**config.mk**
```make
export PLATFORM = sky130hd
export DESIGN_NAME = vol_level
export DESIGN_NICKNAME = d
export VERILOG_FILES = /design/src/rtl/vol_pkg.sv /design/src/rtl/vol_map.sv /design/src/rtl/vol_level.sv
export SDC_FILE = /design/constraint.sdc
export NUM_CORES = 1
export LEC_CHECK = 0
export ABC_AREA = 1
export BUFFER_PORTS_ARGS = -buffer_cell sky130_fd_sc_hd__buf_2
export CORE_MARGIN = 4
export CORE_UTILIZATION = 50
export DETAILED_ROUTE_END_ITERATION = 16
export PLACE_DENSITY = 0.69
export RECOVER_POWER = 50
export SYNTH_ARGS = -nofsm -noshare
export SYNTH_HDL_FRONTEND = slang
export SYNTH_SLANG_ARGS = --single-unit
```
**constraint.sdc**
```tcl
create_clock -name clk -period 1.6 [get_ports clk]
set_input_delay 0.24 -clock clk [delete_from_list [all_inputs] [get_ports clk]]
set_output_delay 0.24 -clock clk [all_outputs]
set_load 0.01 [all_outputs]
```
**src/rtl/vol_pkg.sv**
```systemverilog
// Shared widths, display range and FSM encoding for the volume-level path.
package vol_pkg;

  localparam int unsigned SAMPLE_W = 12;
  localparam int unsigned LEVEL_W  = 4;
  localparam int unsigned LVL_MAX  = 15;

  typedef enum logic [1:0] {
    ACCUM,
    MAP,
    UPDATE
  } vol_state_t;

endpackage

```
**src/rtl/vol_map.sv**
```systemverilog
// Combinational peak -> raw display level: offset removal, shift, saturation.
module vol_map
  import vol_pkg::*;
#(
  parameter int unsigned OFFSET = 2048,
  parameter int unsigned SHIFT  = 7
) (
  input  logic [SAMPLE_W-1:0] peak,
  output logic [LEVEL_W-1:0]  raw
);

  logic [SAMPLE_W-1:0] diff;
  logic [SAMPLE_W-1:0] shifted;

  always_comb begin
    diff    = peak - SAMPLE_W'(OFFSET);
    shifted = diff >> SHIFT;
    raw     = '0;
    if (peak > SAMPLE_W'(OFFSET)) begin
      if (shifted > SAMPLE_W'(LVL_MAX)) raw = LEVEL_W'(LVL_MAX);
      else                              raw = shifted[LEVEL_W-1:0];
    end
  end

endmodule

```
**src/rtl/vol_level.sv**
```systemverilog
// Windowed peak detector driving the 0-15 volume bar level with instant rise,
// hold-then-decay fall and a display freeze.
module vol_level
  import vol_pkg::*;
#(
  parameter int unsigned WINDOW = 4000,
  parameter int unsigned OFFSET = 2048,
  parameter int unsigned SHIFT  = 7,
  parameter int unsigned HOLD   = 2
) (
  input  logic                clk,
  input  logic                rst_n,
  input  logic                sample_valid,
  input  logic [SAMPLE_W-1:0] mic_in,
  input  logic                freeze,
  output logic [LEVEL_W-1:0]  num,
  output logic [SAMPLE_W-1:0] peak,
  output logic                level_valid
);

  localparam int unsigned CNT_W  = (WINDOW > 1) ? $clog2(WINDOW) : 1;
  localparam int unsigned HOLD_W = (HOLD > 0) ? $clog2(HOLD + 1) : 1;

  logic [CNT_W-1:0]    cnt;
  logic [SAMPLE_W-1:0] run_max;
  logic [SAMPLE_W-1:0] win_max;
  logic [SAMPLE_W-1:0] snap;
  logic [LEVEL_W-1:0]  raw;
  logic [LEVEL_W-1:0]  map_raw;
  logic [HOLD_W-1:0]   hold_cnt;
  logic                close;
  vol_state_t          state;
  vol_state_t          state_nxt;

  always_comb begin
    win_max = (mic_in > run_max) ? mic_in : run_max;
    close   = sample_valid && (cnt == CNT_W'(WINDOW - 1));
  end

  // Accumulation is decoupled from the FSM so samples landing in MAP/UPDATE
  // already belong to the next window.
  always_ff @(posedge clk or negedge rst_n) begin
    if (!rst_n) begin
      cnt     <= '0;
      run_max <= '0;
      snap    <= '0;
    end else if (sample_valid) begin
      if (close) begin
        snap    <= win_max;
        run_max <= '0;
        cnt     <= '0;
      end else begin
        run_max <= win_max;
        cnt     <= cnt + CNT_W'(1);
      end
    end
  end

  vol_map #(
    .OFFSET (OFFSET),
    .SHIFT  (SHIFT)
  ) u_map (
    .peak (snap),
    .raw  (map_raw)
  );

  always_ff @(posedge clk or negedge rst_n) begin
    if (!rst_n) state <= ACCUM;
    else        state <= state_nxt;
  end

  always_comb begin
    state_nxt = ACCUM;
    case (state)
      ACCUM:   state_nxt = close ? MAP : ACCUM;
      MAP:     state_nxt = UPDATE;
      UPDATE:  state_nxt = ACCUM;
      default: state_nxt = ACCUM;
    endcase
  end

  always_ff @(posedge clk or negedge rst_n) begin
    if (!rst_n) begin
      raw         <= '0;
      num         <= '0;
      peak        <= '0;
      hold_cnt    <= '0;
      level_valid <= 1'b0;
    end else begin
      level_valid <= 1'b0;
      case (state)
        MAP: raw <= map_raw;
        UPDATE: begin
          peak        <= snap;
          level_valid <= 1'b1;
          if (!freeze) begin
            if (raw >= num) begin
              num      <= raw;
              hold_cnt <= HOLD_W'(HOLD);
            end else if (hold_cnt != '0) begin
              hold_cnt <= hold_cnt - HOLD_W'(1);
            end else begin
              num <= num - LEVEL_W'(1);
            end
          end
        end
        default: ;
      endcase
    end
  end

endmodule

```
==> results.sh, run 1 <==
export IMPL_power_internal_mw=4.07
export IMPL_path_class="flip-flop to flip-flop"
export IMPL_period_minus_slack_ns=1.80
export IMPL_max_slew_margin_pct=59.1
export IMPL_fin_area_sq_um=4810
export IMPL_dpl_cell_count=561
export IMPL_clk_pin_slew_ns=0.08
export IMPL_synthArstFlopShare_pct=100
export IMPL_drt_iter0_markers=184
export IMPL_vias_per_cell=5.44
export IMPL_top_usage_layer="met2"
export IMPL_cts_tree="done"
export IMPL_final_max_slew_viol_count=0
export IMPL_grt_max_degree=28
export IMPL_crit_family="simple AND/OR/NAND/NOR gates"
export IMPL_clk_path_buf_depth=2
export IMPL_synth_edf_count=0
export IMPL_synth_top_area_share_pct=44.4
export IMPL_p_clk_share_pct=23.2
export IMPL_clock_fmax_mhz=556
export IMPL_grt_overflow_total=0
export IMPL_fin_skew_ns=0.0115
export IMPL_die_h_microns=90.9
export IMPL_drt_pass1_iterations=4
export IMPL_final_cells=595
export IMPL_ys_seq_area_share_pct=44.4
export IMPL_synthFlopType="dfrtp_1"
export IMPL_finalWorstSetupSlack_ns=-0.199
export IMPL_globalplace_congestion=0.866
export IMPL_hold_class="input pin to flip-flop"
export IMPL_worst_slew_pin_slew_ns=0.614
export IMPL_cp_common_cell="nand2_1"
export IMPL_p_leak_nw=2.51
export IMPL_yosys_area_top_type="dfrtp_1"
export IMPL_outcome="finished, violations left"
export IMPL_portBuffers=32
export IMPL_crit_slowest_cell="dfrtp_1"
export IMPL_rsz0062_at_grt="yes"
export IMPL_syn_to_final_growth_pct=39.8
export IMPL_arrival_ns=2.03
export IMPL_start_util_pct=52.9
export IMPL_ys_warn_count=0
export IMPL_worst_path_max_fanout=7
export IMPL_p_comb_share_pct=45.8
export IMPL_drive_above_1_share_pct=43.6
export IMPL_synth_xor_area_share_pct=1.02
export IMPL_p_seq_share_pct=31.0
export IMPL_maxCapViolations=0
export IMPL_use_met2_pct=34.1
export IMPL_critical_path_buf_inv_count=2
export IMPL_synthSimpleGateAreaFrac_pct=32.9
export IMPL_core_sq_um=6490
export IMPL_final_core_utilization_pct=74.0
export IMPL_synthMuxAreaShare_pct=0
export IMPL_ff_latch_area_sq_um=1530
export IMPL_endpoint_kind="flip-flop"
export IMPL_clk_latency_ns=0.34
export IMPL_grtUsageMet3_pct=3.33
export IMPL_hold_viol=0
export IMPL_p_sw_mw=2.72
export IMPL_synth_compound_area_share_pct=5.82
export IMPL_min_period_over_period_pct=112
export IMPL_cts_sinks=61
export IMPL_grt_antenna_before_repair=0
export IMPL_slowest_delay_ns=0.37
export IMPL_violations="negative setup slack"
export IMPL_met1_usage_pct=27.7
export IMPL_postPlaceCellArea_sq_um=3930
export IMPL_synthCells=427
export IMPL_synth_cell_types=36
export IMPL_syn_nets=462
export IMPL_ys_ff_latch=61
export IMPL_antennaDiodeCount=0
export IMPL_grt_pass1_wl_microns=13900
export IMPL_ys_top_cells_by_area="dfrtp_1 (44%), nand2_1 (16%), ha_1 (6.9%)"
export IMPL_wl_per_cell_microns=15.5
export IMPL_hpwl_microns=5560
export IMPL_cts_buffers=9
export IMPL_vdd_drop_max_v=0.00127
export IMPL_avgSynthCellArea_sq_um=8.05
export IMPL_netlist_area_sq_um=3440
export IMPL_drc=0
export IMPL_routed_wl_microns=9190
export IMPL_ios=33
export IMPL_via_count=3239
export IMPL_cts_max_level=3
export IMPL_die_area_sq_um=8270
export IMPL_grt_pass1_vias=2971
export IMPL_multi_input_area_sq_um=2100
export IMPL_final_nets=548
export IMPL_ant_nets=0
export IMPL_worstPathCellList="inv_2 > ha_4 > nand4_1 > nor3_2 > nand2_1 > nand2_2 > buf_12 > nand2_4 > nand3_2 > nand2_1"
export IMPL_powerDensity_nw_per_um2=1410
export IMPL_setup_viol=30
export IMPL_cts_root_buf="clkbuf_8"
export IMPL_dieWidth_microns=90.9
export IMPL_startpoint_type="flip-flop"
export IMPL_placementRows=29
export IMPL_fill_cells=417
export IMPL_track_usage_pct=20.6
export IMPL_required_ns=1.84
export IMPL_synth_top_family_by_area="simple AND/OR/NAND/NOR gates"
export IMPL_p_sw_share_pct=40.1
export IMPL_synthAdderAreaFrac_pct=6.91
## area by class of cell
cell class	count	share of cell area [%]
Multi-Input combinational cell	291	43.7
Clock buffer	11	2.94
Sequential cell	61	31.8
Timing Repair Buffer	85	12.8
Tap cell	77	2.00
Inverter	65	5.08
Clock inverter	5	1.74
## logic make-up after synthesis
group           count (synthesis)
compound gates                 35
xor+xnor                        4
fa+ha+maj                      19
buf+inv                        75
flops                          61
simple gates                  233
## routing by layer
metal	vias to the layer above	share of wire [%]
li1	1537	-
met1	1570	43
met2	119	51
met3	13	4.7
met4	0	1.4
met5	-	0
## power by group through the flow
stage,Combinational (mW),Sequential (mW),Clock [mW]
6_report,3.11,2.11,1.58
4_1_cts,2.47,2.08,1.57
5_1_grt,3.37,2.13,1.66
3_5_place_dp,1.93,2.09,0
2_1_floorplan,1.36,2.05,0
3_3_place_gp,1.88,2.08,0
## stage by stage
stage          setup WS, ns  power [mW]  TNS [ns]  hold slack, ns
2_1_floorplan        0.0180        3.41         0         -0.0556
3_3_place_gp        -0.0674        3.96    -0.850           0.238
3_5_place_dp        -0.0985        4.01     -1.73           0.235
4_1_cts             -0.0330        6.12    -0.363           0.206
5_1_grt              -0.271        7.16     -6.75           0.235
6_report             -0.199        6.80     -4.41           0.210
## registers in the layout, summed over array words and instances, names as in the netlist
| signal | count |
|---|---|
| cnt | 12 |
| hold_cnt | 2 |
| level_valid | 1 |
| num | 4 |
| peak | 12 |
| raw | 4 |
| run_max | 12 |
| snap | 12 |
| state | 2 |
## cell usage in the layout, fill, tap and decap left out, types with 3 or more instances in the layout
master,count
a21oi_1,6
a21oi_2,3
buf_2,32
buf_4,41
buf_6,5
clkbuf_8,10
dfrtp_1,61
ha_1,5
ha_4,14
inv_1,41
inv_2,23
nand2_1,119
nand2_2,12
nand2_4,16
nand3_1,15
nand3_2,34
nand4_1,4
nor2_1,7
nor2_2,4
nor2_4,3
nor3_1,5
nor3_2,6
o21ai_0,6
o21ai_1,8
o21ai_2,4
xor2_1,3
## cells in the mapped netlist (2+ instances only)
master,n
nand2_1,145
nand3_2,13
nand4_1,4
o21ai_1,6
nor2_2,3
inv_2,10
o21ai_0,11
a21oi_1,9
o21ai_2,3
buf_2,4
clkbuf_1,2
ha_1,19
o21bai_1,2
nand3_1,38
buf_6,2
nor2_4,2
xor2_1,3
nor3_2,5
buf_4,2
dfrtp_1,61
nor3_1,6
nor2_1,9
nor4_1,2
inv_1,54
## worst reg2reg max path: stages, from the launching register on
cell and delay (ns):
dfrtp_1 0.37, inv_2 0.06, ha_4 0.27, nand4_1 0.13, nor3_2 0.20, nand2_1 0.12, nand2_2 0.15, buf_12 0.17
nand2_4 0.07, nand3_2 0.06, nand2_1 0.07
## timing repair
item                                    in CTS  in global routing
endpoints found under the setup margin      30                 31
gates cloned                                 0                  0
buffers inserted                             6                 11
hold buffers                                 1                  0
hold endpoints to repair                    16                  0
pin swaps                                   11                 35
resized for setup                           51                 71
## worst paths after layout
kind	from	endpoint	slack [ns]	cells past startpoint
worst max-delay path	run_max[7]	run_max[9]	-0.20	10
worst min-delay path	freeze	hold_cnt[1]	0.21	4
worst max register to register	run_max[7]	run_max[9]	-0.20	10
worst min register to register	state[1]	state[0]	0.46	1
max in group asynchronous	rst_n	peak[4]	0.22	3
min in group asynchronous	rst_n	snap[7]	0.39	2
Power figures use the tool's default switching activity.
==> run 2: changes to the inputs <==
- CELL_PAD_IN_SITES_DETAIL_PLACEMENT: default -> 1
- CELL_PAD_IN_SITES_GLOBAL_PLACEMENT: default -> 1
- CORE_UTILIZATION: 50 -> 40
- PLACE_DENSITY: 0.69 -> 0.73
==> results.sh, run 2 (synthesis results as in run 1) <==
export IMPL_outcome="finished, violations left"
export IMPL_violations="negative setup slack"
export IMPL_p_clk_share_pct=22.7
export IMPL_setup_viol=26
export IMPL_use_met2_pct=40.3
export IMPL_cts_sinks=61
export IMPL_final_common_cell="nand2_1"
export IMPL_tns_ns=-6.06
export IMPL_dieWidth_microns=101
export IMPL_drc=0
export IMPL_period_minus_slack_ns=1.88
export IMPL_core_sq_um=8300
export IMPL_path_class="flip-flop to flip-flop"
export IMPL_arrival_ns=2.17
export IMPL_cts_tree="done"
export IMPL_cts_buffers=9
export IMPL_min_period_over_period_pct=117
export IMPL_hold_viol=0
export IMPL_reg2reg_depth=11
export IMPL_postPlaceCellArea_sq_um=3960
export IMPL_clock_fmax_mhz=533
export IMPL_clk_pin_slew_ns=0.08
export IMPL_reg2reg_slack_ns=-0.28
export IMPL_p_sw_share_pct=41.8
export IMPL_cts_root_buf="clkbuf_8"
export IMPL_die_area_sq_um=10100
export IMPL_p_leak_nw=2.51
export IMPL_grtUsageMet3_pct=3.18
export IMPL_grt_overflow_total=0
export IMPL_ios=33
export IMPL_powerDensity_nw_per_um2=1470
export IMPL_grt_pass1_vias=3550
export IMPL_vdd_drop_max_v=0.000796
export IMPL_ff_latch_area_sq_um=1530
export IMPL_portBuffers=32
export IMPL_drt_iter0_markers=130
export IMPL_fill_cells=969
export IMPL_placementRows=33
export IMPL_met1_usage_pct=27.0
export IMPL_clk_latency_ns=0.35
export IMPL_drive_above_1_share_pct=44.8
export IMPL_wl_per_cell_microns=18.6
export IMPL_start_util_pct=41.4
export IMPL_clk_path_buf_depth=2
export IMPL_hold_class="input pin to flip-flop"
export IMPL_ant_nets=0
export IMPL_worst_slew_pin_slew_ns=0.883
export IMPL_fin_skew_ns=0.0123
export IMPL_p_seq_share_pct=29.9
export IMPL_p_sw_mw=2.96
export IMPL_multi_input_area_sq_um=2090
export IMPL_startpoint_type="flip-flop"
export IMPL_required_ns=1.90
export IMPL_fin_area_sq_um=4830
export IMPL_globalplace_congestion=0.872
export IMPL_track_usage_pct=22.9
export IMPL_top_usage_layer="met2"
export IMPL_critPathLaunch="run_max[7]"
export IMPL_final_nets=548
export IMPL_grt_antenna_before_repair=0
export IMPL_hold_ws_ns=0.204
export IMPL_rsz0062_at_grt="yes"
export IMPL_worstReg2RegEnd="snap[1]"
export IMPL_worst_path_max_fanout=3
export IMPL_final_max_slew_viol_count=0
export IMPL_syn_to_final_growth_pct=40.5
export IMPL_cts_max_level=3
export IMPL_p_comb_share_pct=47.3
export IMPL_grt_max_degree=62
export IMPL_rr_startpoint="run_max[7]"
export IMPL_power_internal_mw=4.12
export IMPL_grt_pass1_wl_microns=17800
export IMPL_drt_pass1_iterations=4
export IMPL_die_h_microns=101
export IMPL_finalWorstSetupSlack_ns=-0.275
export IMPL_hold_end="hold_cnt[1]"
export IMPL_maxCapViolations=0
export IMPL_endpoint_kind="flip-flop"
export IMPL_hpwl_microns=6650
export IMPL_holdCritStartpoint="freeze"
export IMPL_max_slew_margin_pct=41.1
export IMPL_routed_wl_microns=11600
export IMPL_final_cell_mix="nand2_1 (118), dfrtp_1 (61), buf_4 (42)"
export IMPL_via_count=3264
export IMPL_antennaDiodeCount=0
export IMPL_min_path_cells=4
export IMPL_vias_per_cell=5.24
run 2: metrics by stage:
| stage | std cells | setup WS [ns] | utilization (%) | power (mW) |
|---|---|---|---|---|
| 6_report | 623 | -0.275 | 58.2 | 7.08 |
| 5_1_grt | 623 | -0.331 | 58.2 | 7.48 |
| 4_1_cts | 616 | -0.0969 | 55.5 | 6.54 |
| 3_5_place_dp | 590 | -0.162 | 47.8 | 4.17 |
| 3_3_place_gp | 590 | -0.107 | 47.8 | 4.05 |
| 2_1_floorplan | 427 | 0.0180 | - | 3.41 |
run 2: timing repair:
item / CTS / global route
hold endpoints to repair: 61 / 0
endpoints found under the setup margin: 30 / 34
gates cloned: 1 / 0
gates resized for setup: 76 / 46
pin swaps: 19 / 23
buffers inserted: 8 / 7
hold buffers: 1 / 0
run 2: critical path: stages (launching register included):
cell and delay (ns):
dfrtp_1 0.38, inv_2 0.06, ha_4 0.29, nand4_1 0.20, nor2_2 0.20, nand2_2 0.10, nand3_4 0.11, nand2_4 0.08
buf_4 0.15, nand2_2 0.07, nand3_1 0.09, nand2_1 0.08
run 2: cell type report:
type                            instances  share of cell area [%]
Sequential cell                        61                    31.6
Clock buffer                            9                    2.56
Clock inverter                          7                    2.05
Tap cell                              105                    2.72
Timing Repair Buffer                   85                    12.8
Inverter                               65                    5.05
Multi-Input combinational cell        291                    43.2
run 2: routing by layer:
layer | wire length [microns] | part of all wire (%)
met1 | 4840 | 42
met2 | 5940 | 51
met3 | 370 | 3.2
met4 | 464 | 4.0
met5 | 0 | 0
run 2: worst max path at each step:
stage	end	slack (ns)	depth (start not counted)
after global routing	snap[10]	-0.33	13
after global placement	snap[9]	-0.11	10
after CTS	snap[3]	-0.1	11
final	snap[1]	-0.28	11
after floorplan	hold_cnt[0]	0.02	8
after detailed placement	snap[9]	-0.16	11
run 2: power groups by stage:
stage                     Sequential (mW)  Combinational [mW]  Clock (mW)
after floorplan                      2.05                1.36           0
after global placement               2.08                1.97           0
after detailed placement             2.09                2.08           0
after CTS                            2.09                2.81        1.64
after global routing                 2.16                3.63        1.70
final                                2.12                3.35        1.61
